**src/rtl/jt49_env.sv**
```systemverilog
// rtl/jt49_env.sv - PSG envelope generator: period-timed 32-step level ramp with hold/alternate/repeat shapes
module jt49_env #(
  parameter int PERIOD_W = 16
) (
  input  logic                clk,
  input  logic                rst_n,
  input  logic                cen,
  input  logic [PERIOD_W-1:0] period,
  input  logic [3:0]          shape,
  input  logic                restart,
  output logic [4:0]          env,
  output logic                held
);

  localparam logic [PERIOD_W-1:0] ONE = {{(PERIOD_W-1){1'b0}}, 1'b1};

  // shape bit positions: {CONT, ATT, ALT, HOLD}
  localparam int ALT_B = 1;

  logic [PERIOD_W-1:0] cnt_q, cnt_d;
  logic [4:0]          pos_q, pos_d;
  logic                inv_q, inv_d;
  logic                held_q, held_d;
  logic [3:0]          shp_q, shp_d;

  logic [PERIOD_W-1:0] p_last;
  logic                tick;
  logic                step;

  // A zero period is treated as one tick per level; p_last is the final count of a level.
  assign p_last = (period == '0) ? '0 : (period - ONE);

  // Ticks are ignored once frozen; a step fires when the counter reaches (or was left above) the last count.
  assign tick = cen & ~held_q;
  assign step = tick & (cnt_q >= p_last);

  // Level is the cycle position, mirrored when the direction flag is set.
  assign env  = pos_q ^ {5{inv_q}};
  assign held = held_q;

  // Next-state: restart re-initialises and swallows any coincident tick; otherwise count and step.
  always_comb begin
    cnt_d  = cnt_q;
    pos_d  = pos_q;
    inv_d  = inv_q;
    held_d = held_q;
    shp_d  = shp_q;
    if (restart) begin
      shp_d  = shape;
      pos_d  = 5'd0;
      inv_d  = ~shape[2];
      held_d = 1'b0;
      cnt_d  = '0;
    end else if (tick) begin
      if (step) begin
        cnt_d = '0;
        if (pos_q != 5'd31) begin
          pos_d = pos_q + 5'd1;
        end else begin
          casez (shp_q)
            // one-shot: always come to rest silent
            4'b0???: begin
              held_d = 1'b1;
              inv_d  = 1'b1;
            end
            // continue + hold: freeze, optionally flipping to the opposite end
            4'b1??1: begin
              held_d = 1'b1;
              inv_d  = inv_q ^ shp_q[ALT_B];
            end
            // continue, no hold: wrap and run again, optionally reversed
            default: begin
              pos_d = 5'd0;
              inv_d = inv_q ^ shp_q[ALT_B];
            end
          endcase
        end
      end else begin
        cnt_d = cnt_q + ONE;
      end
    end
  end

  // State registers; reset leaves the block frozen and silent until the first restart.
  always_ff @(posedge clk or negedge rst_n) begin
    if (!rst_n) begin
      cnt_q  <= '0;
      pos_q  <= 5'd31;
      inv_q  <= 1'b1;
      held_q <= 1'b1;
      shp_q  <= 4'd0;
    end else begin
      cnt_q  <= cnt_d;
      pos_q  <= pos_d;
      inv_q  <= inv_d;
      held_q <= held_d;
      shp_q  <= shp_d;
    end
  end

endmodule

```
**config.mk**
```make
export PLATFORM = sky130hd
export DESIGN_NAME = jt49_env
export DESIGN_NICKNAME = d
export VERILOG_FILES = /design/src/rtl/jt49_env.sv
export SDC_FILE = /design/constraint.sdc
export NUM_CORES = 1
export LEC_CHECK = 0
export ABC_AREA = 0
export CORE_AREA = 2 2 76 78
export DETAILED_ROUTE_END_ITERATION = 6
export DIE_AREA = 0 0 78 80
export SLEW_MARGIN = 10
export SYNTH_ARGS = -nofsm -noshare
export SYNTH_HDL_FRONTEND = slang
export SYNTH_SLANG_ARGS = --single-unit
```
**constraint.sdc**
```tcl
create_clock -name clk -period 3.1 [get_ports clk]
set_clock_uncertainty 0.05 [all_clocks]
set_input_delay 0.62 -clock clk [delete_from_list [all_inputs] [get_ports clk]]
set_output_delay 0.62 -clock clk [all_outputs]
set_load 0.005 [all_outputs]
```
==> summary.txt <==
Logic synthesis
  – Mean Syn Cell Area: 8.53 µm²
  – Syn Inst Count: 246
  – Number of flops mapped to enable cells by yosys: 0
  – Sequential fraction of the synthesis area: 0.314
  – Synth Net Count: 291
  – Count leader, synth: nand2_1
  – Post-synth top area share: 0.226
  – Seq cells post-synth: 26
  – Synth warn: 0
  – Primary FF master, synth: dfrtp_1
  – Area leader, netlist: dfrtp_1
  – Netlist Area Pre-Place: 2100 µm²
  – Post-synth ARST share: 1.00
  – Count of cell types in the netlist: 47
  – Synth top area cells: dfrtp_1, ha_1, dfstp_2, xor2_1, nand2_1
  – Synth cell count leaders: nand2_1, ha_1, nor2_1

Place
  – RePlAce Congestion: 0.824
  – Dpl cell area: 2730 µm²
  – IO buf count: 29
  – Pre-CTS setup slack: -1.44 ns
  – Dpl hpwl: 3800 µm

Final layout
  – Post-route design area: 3020 µm²
  – Share of cells above drive strength 1: 0.279
  – Diodes inserted: 0
  – Final nets: 354
  – Area growth from synthesis to layout: 43.7%

Timing
  – Fmax: 273 MHz
  – RSZ-0062 raised after global routing: true
  – Setup ws final: -0.562 ns
  – Setup TNS: -11.29 ns
  – Worst slew pin tran: 0.464 ns
  – Ratio of final minimum period to clock period: 1.18
  – Final Hold Fails: 0
  – Final Critical Period: 3.66 ns
  – Final setup fails: 23
  – Rel. slew slack: 0.688
  – Fin. max-slew vios: 0

Clock network
  – H-tree levels: 1
  – Clock slew at reported path FFs: 0.10 ns
  – CTS tree: yes
  – Clock root buffer: clkbuf_8
  – Clk_lat worst skew: 0.28 ns
  – Longest Clk Path Bufs: 2
  – CTS Sinks: 26
  – CTS Buf Count: 3

Worst setup path
  – Worst r2r path cells: 8
  – Worst setup EP type: flop
  – CP max FO: 7
  – RR Startpoint: pos_q[0]$_DFFE_PN1P_
  – Critical R2R Capture: pos_q[2]$_DFFE_PN1P_
  – Flop-to-flop setup slack: 0.85 ns
  – CP startpoint: period[5]
  – Setup crit start kind: input pin
  – Setup CP Type: input pin to flop
  – CP arrival: 3.83 ns
  – Setup crit end: pos_q[2]$_DFFE_PN1P_
  – WP data required: 3.27 ns

Detailed routing
  – DRC: 0
  – First DRT Iteration DRCs: 52
  – Router iterations before antenna repair: 4
  – Routed via count: 1,964
  – Routed wire length: 5220 µm
  – Routed len/inst: 13.7 µm
  – Antenna violation net count after detailed routing: 0
  – Vias per cell: 5.17

Global route
  – GRT overflow: 0
  – Gr usage total: 0.172
  – Largest net degree at the start of global routing: 27
  – Global-route wire length before repair: 8800 µm
  – Initial antenna violation count: 0
  – Number of global-route vias before repair: 1,962

Die
  – Floorplan row count: 27
  – Chip width: 78 µm
  – I/O pins: 30
  – Core region area: 5410 µm²
  – Die area: 6240 µm²
  – Initial core utilization: 0.388
  – DIE HEIGHT: 80 µm

Job
  – Max Cap Viol: 0

Power
  – Peak supply drop: 0.299 mV
  – Leak pwr: 1.34 nW
  – Pwr Density: 340 nW/µm²

Hold path
  – Worst Hold Class: flop to flop

Status
  – Status: finished, violations left
  – Violated checks: setup timing
-- layout by cell type (no fill, tap or decap), types with 3 or more instances in the layout --
cell type         n
nor3_1            6
o21ai_0          10
dfrtp_1          19
and2_1            4
clkbuf_8          3
nand2_2           5
ha_1             17
o21ai_1           5
nand2_1          26
o31ai_1           5
dfstp_2           7
nor2_2            4
buf_4            29
nor2_1           17
buf_6             5
inv_1             9
nand2b_1          3
o21a_1            3
a22o_1            3
nand4_1           3
xnor2_1           8
xor2_1           16
a21oi_1           7
ha_4              4
nand3_1          10
clkdlybuf4s50_1  24
and3_1            6
-- final cells by class --
cell class / instances / area (µm²)
clock buffer: 3 / 41.3
clock inverter: 1 / 30.0
fill: 496 / 2390
inverter: 9 / 33.8
multi-input combinational: 206 / 1600
sequential: 26 / 659
tap: 72 / 90.1
timing repair buffer: 63 / 562
-- per-layer routing --
| metal | track usage | vias up | wire length, µm |
|---|---|---|---|
| li1 | - | 1001 | - |
| met1 | 0.224 | 920 | 2550 |
| met2 | 0.307 | 39 | 2460 |
| met3 | 0.0170 | 4 | 149 |
| met4 | 0.0439 | 0 | 51 |
| met5 | 0 | - | 0 |
-- flip-flops by register name (all words and copies together) (netlist names) --
name   count
cnt_q     16
held       1
inv_q      1
pos_q      5
shp_q      3
-- metrics by stage --
stage	cells	hold WS [ns]	total power, mW	utilization
2_1_floorplan	246	0.274	0.560	-
3_3_place_gp	371	0.454	0.705	0.505
3_5_place_dp	371	0.455	0.707	0.505
4_1_cts	379	0.470	1.01	0.534
5_1_grt	380	0.485	1.09	0.558
6_report	380	0.465	1.03	0.558
-- critical path: stages --
cell and delay (ns):
buf_6 0.09, or3_4 0.39, nor3_4 0.12, nand2_2 0.07, or4_4 0.43, or3_4 0.38, and2_4 0.18, ha_4 0.20
nand2b_4 0.12, a2111o_1 0.40, a32oi_4 0.31, a21oi_4 0.15, buf_6 0.16, a21oi_4 0.14, o2bb2ai_2 0.07
-- worst min path at each step --
stage	start	to	slack, ns	depth (start not counted)
2_1_floorplan	rst_n	cnt_q[0]$_DFFE_PN0P_	0.27	0
3_3_place_gp	pos_q[4]$_DFFE_PN1P_	pos_q[4]$_DFFE_PN1P_	0.45	1
3_5_place_dp	held$_DFFE_PN1P_	held$_DFFE_PN1P_	0.46	2
4_1_cts	held$_DFFE_PN1P_	held$_DFFE_PN1P_	0.47	2
5_1_grt	pos_q[4]$_DFFE_PN1P_	pos_q[4]$_DFFE_PN1P_	0.49	1
6_report	held$_DFFE_PN1P_	held$_DFFE_PN1P_	0.47	2
-- repair_timing --
item / CTS / global route
resized for setup: 33 / 22
gates cloned: 1 / 0
pin swaps: 20 / 6
setup endpoints to repair: 23 / 23
setup buffers: 3 / 1
hold buffers: 0 / 0
-- logic make-up (layout without fill, tap and decap cells) --
group                      Yosys count  after routing  share of synthesized area
and+or+nand+nor                    107            107                      0.259
DFF                                 26             26                      0.314
muxes                                2              2                     0.0101
AOI/OAI and AO/OA                   52             52                      0.162
xor gates and xnor gates            24             24                      0.100
buffers and inverters               14             76                     0.0292
adders and majority gates           21             21                      0.125
-- power by group --
part / internal [mW] / switching, mW
combinational: 0.180 / 0.135
clock: 0.173 / 0.109
sequential: 0.382 / 0.0475
total: 0.735 / 0.292
(Power assumes the default switching activity.)
